==> src/rtl/fetch_decode_alu.sv <==
// Fetch / decode / ALU front half of the 8-bit lab-2 processor.
// The PC is the only state; every decode, ALU and branch output is
// combinational from the instruction and register-file operands.
module fetch_decode_alu (
  input  logic       f_clk,
  input  logic       start_n,
  input  logic [7:0] start_addr,
  input  logic [8:0] instr_i,
  input  logic [7:0] reg_a_i,
  input  logic [7:0] reg_b_i,
  output logic [7:0] pc_o,
  output logic       mem_read_o,
  output logic       mem_write_o,
  output logic       label_read_o,
  output logic       label_write_o,
  output logic       reg_write_o,
  output logic       halt_o,
  output logic [1:0] rd_o,
  output logic [1:0] rs1_o,
  output logic [1:0] rs2_o,
  output logic [1:0] label_rs_o,
  output logic [2:0] constant_o,
  output logic [3:0] alu_op_o,
  output logic [7:0] alu_out_o,
  output logic       overflow_o,
  output logic       taken_o
);

  logic [3:0] op;
  logic [1:0] ra;
  logic [1:0] rb;
  logic [2:0] imm3;

  assign op   = instr_i[8:5];
  assign ra   = instr_i[4:3];
  assign rb   = instr_i[2:1];
  assign imm3 = instr_i[2:0];

  assign rd_o       = ra;
  assign rs1_o      = ra;
  assign label_rs_o = ra;
  assign rs2_o      = rb;
  assign constant_o = imm3;
  assign alu_op_o   = op;

  // Widened intermediates: bit 8 of the sums carries out, and the shift
  // helpers keep the last bit pushed past either end of the byte.
  logic [8:0] add_sum;
  logic [8:0] addi_sum;
  logic [8:0] shl_ext;
  logic [8:0] shr_ext;

  assign add_sum  = {1'b0, reg_a_i} + {1'b0, reg_b_i};
  assign addi_sum = {1'b0, reg_a_i} + {6'b0, imm3};
  assign shl_ext  = {1'b0, reg_a_i} << imm3;
  assign shr_ext  = {reg_a_i, 1'b0} >> imm3;

  // Opcode decode, ALU result, condition bit and branch outcome.
  always_comb begin
    mem_read_o    = 1'b0;
    mem_write_o   = 1'b0;
    label_read_o  = 1'b0;
    label_write_o = 1'b0;
    reg_write_o   = 1'b0;
    halt_o        = 1'b0;
    alu_out_o     = 8'h00;
    overflow_o    = 1'b0;
    taken_o       = 1'b0;
    case (op)
      4'd0: begin
        alu_out_o   = add_sum[7:0];
        overflow_o  = add_sum[8];
        reg_write_o = 1'b1;
      end
      4'd1: begin
        alu_out_o   = reg_a_i - reg_b_i;
        overflow_o  = (reg_a_i < reg_b_i);
        reg_write_o = 1'b1;
      end
      4'd2: begin
        alu_out_o   = reg_a_i & reg_b_i;
        reg_write_o = 1'b1;
      end
      4'd3: begin
        alu_out_o   = reg_a_i | reg_b_i;
        reg_write_o = 1'b1;
      end
      4'd4: begin
        alu_out_o   = reg_a_i ^ reg_b_i;
        reg_write_o = 1'b1;
      end
      4'd5: begin
        // Zero shift leaves bit 8 clear, so overflow is 0 as required.
        alu_out_o   = shl_ext[7:0];
        overflow_o  = shl_ext[8];
        reg_write_o = 1'b1;
      end
      4'd6: begin
        alu_out_o   = shr_ext[8:1];
        overflow_o  = shr_ext[0];
        reg_write_o = 1'b1;
      end
      4'd7: begin
        alu_out_o   = addi_sum[7:0];
        overflow_o  = addi_sum[8];
        reg_write_o = 1'b1;
      end
      4'd8: begin
        // Loaded data comes from RAM q through the external write-back mux.
        mem_read_o  = 1'b1;
        reg_write_o = 1'b1;
      end
      4'd9: begin
        mem_write_o = 1'b1;
      end
      4'd10: begin
        alu_out_o   = {7'b0, (reg_a_i < reg_b_i)};
        reg_write_o = 1'b1;
      end
      4'd11: begin
        alu_out_o   = {5'b0, imm3};
        reg_write_o = 1'b1;
      end
      4'd12: begin
        label_write_o = 1'b1;
      end
      4'd13: begin
        label_read_o = 1'b1;
        taken_o      = (reg_b_i != 8'h00);
      end
      4'd14: begin
        label_read_o = 1'b1;
        taken_o      = (reg_b_i == 8'h00);
      end
      default: begin
        halt_o = 1'b1;
      end
    endcase
  end

  // PC update: reset beats halt, halt beats branch, otherwise sequential.
  always_ff @(posedge f_clk) begin
    if (!start_n) begin
      pc_o <= start_addr;
    end else if (halt_o) begin
      pc_o <= pc_o;
    end else if (taken_o) begin
      pc_o <= reg_a_i;
    end else begin
      pc_o <= pc_o + 8'd1;
    end
  end

endmodule

==> config.mk <==
export PLATFORM = sky130hd
export DESIGN_NAME = fetch_decode_alu
export DESIGN_NICKNAME = d
export VERILOG_FILES = /design/src/rtl/fetch_decode_alu.sv
export SDC_FILE = /design/constraint.sdc
export NUM_CORES = 1
export LEC_CHECK = 0
export CORE_UTILIZATION = 47
export DETAILED_ROUTE_END_ITERATION = 6
export PLACE_DENSITY = 0.89
export SYNTH_ARGS = -nofsm -noshare
export SYNTH_HDL_FRONTEND = slang
export SYNTH_SLANG_ARGS = --single-unit
==> constraint.sdc <==
create_clock -name f_clk -period 9.77 [get_ports f_clk]
set_input_delay 1.954 -clock f_clk [delete_from_list [all_inputs] [get_ports f_clk]]
set_output_delay 1.954 -clock f_clk [all_outputs]
set_load 0.02 [all_outputs]
=== Word level (Yosys, flattened, before mapping) ===
Cells that the tools add are included.

* Bitwise operators: 3
* Magnitude comparators: 1
* Add/subtract/negate cells: 4
* Shifts and indexed selects: 2
* Eq/ne operators: 15
* Reductions and logical operators: 6
* Multiplexer cells: 12

{| class="wikitable"
|+ Operators by type and width
! operator !! count
|-
| case mux 8 bit (10 select lines) || 1
|-
| equality test 4 bit, second input constant || 7
|-
| 2-to-1 mux 8 bit || 3
|-
| equality test 4 x 3 -> 1 bit, second input constant || 4
|-
| OR reduction 15 bit || 1
|-
| OR reduction 11 bit || 1
|-
| adder 8 x 3 -> 9 bit || 1
|-
| adder 8 x 8 -> 9 bit || 1
|-
| << shifter 8 x 3 -> 9 bit || 1
|-
| >> shifter 9 x 3 -> 9 bit || 1
|-
| adder 8 x 1 -> 8 bit, second input constant || 1
|-
| bitwise AND 8 bit || 1
|-
| equality test 4 x 2 -> 1 bit, second input constant || 2
|-
| zero test 8 bit || 1
|-
| < comparator 8 bit || 1
|-
| OR 8 bit || 1
|-
| nonzero test 8 bit || 1
|-
| subtractor 8 bit || 1
|-
| bitwise XOR 8 bit || 1
|-
| 2-to-1 mux 1 bit || 6
|-
| case mux 1 bit (5 select lines) || 1
|-
| equality test 4 x 1 -> 1 bit, second input constant || 1
|-
| zero test 4 bit || 1
|-
| inequality test 2 bit, second input constant || 1
|-
| 2 further kinds || 2
|}

* Register bits: 8
* Bits of input ports: 35
* Output and inout port bits: 39

=== Logic depth before layout (Yosys ltp) ===
Gate-level depths: netlist of run 1.

* Depth after elaboration: 5
* Depth in mapped cells: 10

=== Worst setup path after synthesis of run 1 ===
Ideal clock, no wire load.

* Path kind: input -> output
* From: input reg_a_i[4]
* To: output alu_out_o[7]
* Buffers on the path: 2
* Cell stages on the path: 10
* Slack: 3.595 ns
* Data required time: 7.816 ns
* Data arrival time: 4.221 ns
* Cells stage by stage: clkbuf_1 inv_1 ha_1 buf_6 and3_1 a221o_1 or4_4 a21oi_2 a211oi_1 o21ai_1

* Longest elaborated chain between the ends: 2

{| class="wikitable"
|+ Ends and longest elaborated chain
! element !! RTL line !! RTL
|-
| start: declaration || 9 || <nowiki>input logic [7:0] reg_a_i,</nowiki>
|-
| adder 8 x 3 -> 9 bit, or another cell as far along || 54 || <nowiki>assign addi_sum = {1'b0, reg_a_i} + {6'b0, imm3};</nowiki>
|-
| case mux 8 bit (10 select lines) (*) || 69 || <nowiki>case (op)</nowiki>
|-
| end: declaration || 24 || <nowiki>output logic [7:0] alu_out_o,</nowiki>
|}

Mark *: on every way between the ends. The rest lies on a longest branch, timed or not.

=== Worst setup path in the final report of run 1 ===
* From: input reg_a_i[5]
* To: output overflow_o

* Longest elaborated chain between the ends: 2

{| class="wikitable"
|+ Ends and longest elaborated chain
! element !! RTL line !! RTL
|-
| adder 8 x 3 -> 9 bit, or another cell as far along || 54 ||
|-
| case mux 1 bit (5 select lines) (*) || 69 ||
|-
| end: declaration || 25 || <nowiki>output logic overflow_o,</nowiki>
|}

Marks and branches as above.

==> results of run 1 <==
[worst max-delay path: stages]
cell and delay (ns):
clkdlybuf4s50_1 0.77, inv_1 0.21, ha_1 0.46, or3_1 0.37, o221a_2 0.30, o31ai_1 0.50, o211ai_1 0.17, clkdlybuf4s50_1 0.57
[cell usage in the layout (no fill, tap or decap), types with 3 or more instances in the layout]
cell | Yosys | layout
and3_1 | 3 | 3
a31oi_1 | 5 | 5
mux2_2 | 7 | 7
o221ai_1 | 3 | 3
or2_2 | 3 | 3
xnor2_1 | 10 | 10
a211oi_1 | 4 | 4
nor4_1 | 4 | 4
a21o_1 | 6 | 6
mux4_2 | 5 | 5
fa_1 | 3 | 3
ha_1 | 30 | 30
a22oi_1 | 7 | 7
inv_1 | 28 | 28
clkbuf_8 | 0 | 3
o32ai_1 | 4 | 4
o21ai_1 | 7 | 7
nand2b_1 | 5 | 5
clkdlybuf4s50_1 | 0 | 65
o22ai_1 | 7 | 7
or3_1 | 5 | 5
nand3_1 | 11 | 11
nand2_1 | 21 | 21
o31ai_1 | 5 | 5
mux2i_1 | 7 | 7
inv_2 | 4 | 4
o211ai_1 | 7 | 7
edfxtp_1 | 8 | 8
nor3_1 | 11 | 11
o21ai_0 | 9 | 9
nor2_1 | 31 | 31
nor2b_1 | 5 | 5
a21oi_1 | 27 | 27
[layout make-up]
| class | count | area (sq um) | area share, % |
|---|---|---|---|
| clock buffer | 3 | 41.3 | 1.28 |
| inverter | 32 | 120 | 3.71 |
| multi-input combinational | 284 | 2100 | 64.7 |
| sequential | 8 | 240 | 7.42 |
| tap | 72 | 90.1 | 2.78 |
| timing repair buffer | 65 | 651 | 20.1 |
[cell usage after synthesis, types with 6 or more instances]
master    instances
ha_1             30
clkbuf_1         10
a22oi_1           7
mux2i_1           7
edfxtp_1          8
mux2_2            7
inv_1            28
o21ai_0           9
xnor2_1          10
o21ai_1           7
o22ai_1           7
a21o_1            6
nor3_1           11
a21oi_1          27
nor2_1           31
o211ai_1          7
nand2_1          21
nand3_1          11
buf_4            19
[per-layer routing]
metal	vias up	part of all wire (%)	track usage (%)
met2	192	47	44.9
met4	0	2.0	6.79
met3	29	9.5	4.35
met5	-	0	0
li1	1374	-	-
met1	1359	42	37.9
[stage by stage]
stage	area [sq um]	hold slack, ns	utilization (%)	total power [W]
3_3_place_gp	3200	0.741	58.1	0.000225
3_5_place_dp	3200	0.771	58.1	0.000227
4_1_cts	3240	0.784	58.8	0.000268
6_report	3240	0.778	58.8	0.000270
2_1_floorplan	2680	0.837	-	0.000168
5_1_grt	3240	0.836	58.8	0.000288
[logic make-up (layout without fill, tap and decap cells)]
| logic type | Yosys count | in the layout | synth area share, % |
|---|---|---|---|
| AOI/OAI and AO/OA | 112 | 112 | 28.3 |
| xor gates and xnor gates | 12 | 12 | 3.93 |
| muxes | 19 | 19 | 9.77 |
| and+or+nand+nor | 108 | 108 | 20.0 |
| buffers and inverters | 67 | 100 | 12.8 |
| DFF | 8 | 8 | 8.97 |
| adders and majority gates | 33 | 33 | 16.3 |
[power breakdown]
group | total [W] | leakage, nW | switching (W) | internal [W]
combinational | 0.000177 | 1.19 | 0.0000967 | 0.0000801
clock | 0.0000403 | 0.0216 | 0.0000136 | 0.0000267
sequential | 0.0000525 | 0.0843 | 0.00000676 | 0.0000458
total | 0.000270 | 1.29 | 0.000117 | 0.000153
[final timing paths]
path / slack (ns) / startpoint / to
min reg2reg: 0.78 / pc_o[7]$_DFFE_PP_ / pc_o[7]$_DFFE_PP_
max reg2reg: 7.95 / pc_o[0]$_DFFE_PP_ / pc_o[6]$_DFFE_PP_
min: 0.78 / pc_o[7]$_DFFE_PP_ / pc_o[7]$_DFFE_PP_
max: 2.49 / reg_a_i[5] / overflow_o
==> results.cfg, run 1 <==
[global_route]
grt_pass1_wl_um = 13300
overflow = 0
grt_pass1_vias = 2608
antenna_found_initial = 0
grt_max_degree = 25
grt_usage_pct = 27.6

[clocking]
cts_buffer_depth = 2
postCtsSetupBuffers = 0
holdBufCountCts = 0
clk_latency_ns = 0.23
cts_tree = yes
path_clk_slew_ns = 0.04
clock_sinks = 8
clockRootBuffer = clkbuf_8
cts-buffers-inserted = 3
cts.repair.resized = 0
cts_max_level = 1

[yosys]
synth.cell_area_sq_um = 2680
ys_async_sr_fraction_pct = 0
synth-main-ff-cell = edfxtp_1
ys_seq_area_share_pct = 8.97
ys_top_cells_by_area = ha_1 14%, edfxtp_1 9.0%, buf_4 5.3%
synth.avg_cell_area_sq_um = 7.46
ys_seq_elements = 8
syn_inst = 359
synth_area_leader_cell = ha_1
synth_enable_flop_cells = 8
synth_nets = 427
synth_cell_type_count = 63
synth_top_area_share_pct = 14.0
ys_warn_count = 0

[timing]
rsz0062_at_grt = no
hold_viol = 0
tightest_slew_ns = 0.946
maxSlewViolCount = 0
tns_ns = 0
fmax_mhz = 137
post-route-min-period_ns = 7.28
relSlewSlack_pct = 36.7
finalSetupViolCount = 0
setup_ws_ns = 2.49
fin_skew_ns = 0.00326
fin_crit_sh_pct = 74.5

[floorplan]
die_w_um = 77.5
pin_count = 74
row_count = 27
start_util_pct = 48.6
core-area_sq_um = 5510
die_area_sq_um = 6000
die_h_um = 77.5

[routing]
drc = 1
drt_iter0_drc = 362
finalWirelength_um = 8350
firstDrtPassIters = 7
vias_per_cell = 6.37
ant_nets = 0
vias = 2954
post_drt_wl_per_cell_um = 18.0

[cells_and_area]
n_antenna_cell = 0
layout.nets = 462
largest_register_ffs = 8
area_growth_syn_to_layout_pct = 20.9
reg.largest.list = pc_o: 8 flops
drive_gt1_share_pct = 7.91
final_cells = 464
regMostFlops = pc_o
n_fill_cell = 483

[outcome]
violations = design-rule violations
status = finished, violations left

[power]
ir_drop_v = 0.000106
cellLeakagePower_nw = 1.29
power_density_nw_per_um2 = 83.3

[setup_path]
reg2reg_depth = 7
arrival_ns = 5.33
crit_fanout = 12
critPathRequiredTime_ns = 7.82
startpoint_type = primary input
end_kind = primary output
criticalPathCategory = primary input to primary output

[placed_design]
dp_slack_ns = 2.56
port_buffers = 65
routabilityCongestion = 0.977
hpwl_um = 6570
placedCellCount = 461

[hold_path]
holdPathStages = 3
hp-class = flip-flop to flip-flop

[flow_run]
cap_viol_max_count = 0
Power figures use the tool's default switching activity.
==> run 2, diff against run 1 <==
Clock period 9.77 ns to 7.1 ns, I/O delays scaled along.
==> run 2 against run 1 <==
Compared with the run above: the run still ends with design-rule violations left; wire length increased by 5.2%; via count grew 2.2%; final cell count increased by 1.9%; worst setup slack lost 1.5 ns; register-to-register slack lost 2.7 ns; first-iteration DRC count up 5.5%; critical path type unchanged.
==> results.cfg, run 2 (synthesis gave the netlist of run 1 again) <==
[routing]
post_drt_wl_per_cell_um = 18.6
drc = 1
vias = 3018
ant_nets = 0
drt_iter0_drc = 382
firstDrtPassIters = 7
finalWirelength_um = 8790
vias_per_cell = 6.38

[placed_design]
routabilityCongestion = 0.977
port_buffers = 65
placedCellCount = 470
hpwl_um = 6940
place_area_sq_um = 3260

[global_route]
grt_pass1_vias = 2798
gr-usage-met3_pct = 3.76
gr-usage-met2_pct = 48.4
grt_pass1_wl_um = 14200
overflow = 0
grt_use_met1_pct = 40.7
grt_usage_pct = 29.7
antenna_found_initial = 0
top_usage_layer = met2
grt_max_degree = 21

[timing]
fin_crit_sh_pct = 85.7
rsz0062_at_grt = no
maxSlewViolCount = 0
tns_ns = 0
fmax_mhz = 164
finalSetupViolCount = 0
relSlewSlack_pct = 33.9
tightest_slew_ns = 0.982
hold_viol = 0
fin_skew_ns = 0.00219
post-route-min-period_ns = 6.09

[power]
power_w = 0.000379
cellLeakagePower_nw = 1.34
swShare_pct = 43.8
pwr-share-seq_pct = 19.2
switching_power_w = 0.000166
power.internal_w = 0.000213
p_comb_share_pct = 66.5
ir_drop_v = 0.000148
power_density_nw_per_um2 = 115
power_frac_clock_pct = 14.3

[clocking]
clock_sinks = 8
cts_tree = yes
clockRootBuffer = clkbuf_8
clk_latency_ns = 0.23
holdBufCountCts = 0
cts-buffers-inserted = 3
postCtsSetupBuffers = 0
path_clk_slew_ns = 0.04
cts_max_level = 1
cts_buffer_depth = 2
cts.repair.resized = 0

[floorplan]
start_util_pct = 48.6
pin_count = 74
die_h_um = 77.5
row_count = 27
die_w_um = 77.5
core-area_sq_um = 5510
die_area_sq_um = 6000

[flow_run]
cap_viol_max_count = 0

[setup_path]
cp_slowest_cell = clkdlybuf4s50_1
crit_fanout = 8
max_stage_delay_ns = 0.66
startpoint_type = primary input
worst-path-buf-inv = 3
critPathRequiredTime_ns = 5.68
arrival_ns = 4.67
crit_family = buffers and inverters
criticalPathCategory = primary input to primary output
end_kind = primary output
cp_common_cell = clkdlybuf4s50_1
crit_chain = clkdlybuf4s50_1 > inv_1 > ha_1 > a21o_1 > a221o_1 > or4_4 > a21oi_2 > a211oi_1 > o21ai_1 > clkdlybuf4s50_1

[cells_and_area]
regMostFlops = pc_o
layout.nets = 471
n_antenna_cell = 0
final_cells = 473
layout_commonest_cell = clkdlybuf4s50_1
stdcell_area_sq_um = 3310
drive_gt1_share_pct = 9.98
area_growth_syn_to_layout_pct = 23.5
largest_register_ffs = 8
layout_common_cells = 65 x clkdlybuf4s50_1, 31 x nor2_1, 30 x ha_1
reg.largest.list = pc_o: 8 flops

[hold_path]
hp-class = flip-flop to flip-flop

[outcome]
status = finished, violations left
violations = design-rule violations
==> run 2: metrics by stage <==
| stage | utilization, % | hold WS (ns) | setup slack [ns] |
|---|---|---|---|
| after global placement | 59.3 | 0.742 | 1.05 |
| after detailed placement | 59.3 | 0.807 | 1.05 |
| after floorplan | - | 0.837 | 1.99 |
| final | 60.0 | 0.809 | 1.01 |
| after global routing | 60.0 | 0.839 | 0.871 |
| after CTS | 60.0 | 0.817 | 1.02 |
==> run 2: final timing paths <==
kind	startpoint	to	slack [ns]	cells past startpoint
max	reg_a_i[1]	alu_out_o[7]	1.01	10
min	pc_o[7]$_DFFE_PP_	pc_o[7]$_DFFE_PP_	0.81	3
max reg2reg	pc_o[0]$_DFFE_PP_	pc_o[6]$_DFFE_PP_	5.27	7
min reg2reg	pc_o[7]$_DFFE_PP_	pc_o[7]$_DFFE_PP_	0.81	3
==> run 2: cell type report <==
type	count	area, sq um
fillers	505	2200
multi-input cells	284	2100
repair buffers	74	718
flip-flops and latches	8	240
inverters	32	120
well taps	72	90.1
clock buffers	3	41.3
==> run 2: power by group through the flow <==
stage               Combinational, W  Clock (W)  Sequential (W)
floorplan                   0.000150          0       0.0000816
CTS                         0.000249  0.0000561       0.0000726
global route                0.000271  0.0000575       0.0000743
global placement            0.000245          0       0.0000723
detailed placement          0.000246          0       0.0000732
finish                      0.000252  0.0000544       0.0000728
==> run 2: layer usage <==
metal  up-vias  part of all wire (%)
li1       1394                     -
met1      1370                    41
met2       222                    46
met3        32                    11
met4         0                   2.4
met5         -                     0
==> run 2: worst reg2reg max path, cell delays in order, from the launching register on <==
cell and delay, ns:
edfxtp_1 0.44, ha_1 0.22, and3_1 0.24, nand3_1 0.12
xnor2_1 0.15, nor2_1 0.10, a21oi_1 0.04, mux2_2 0.26
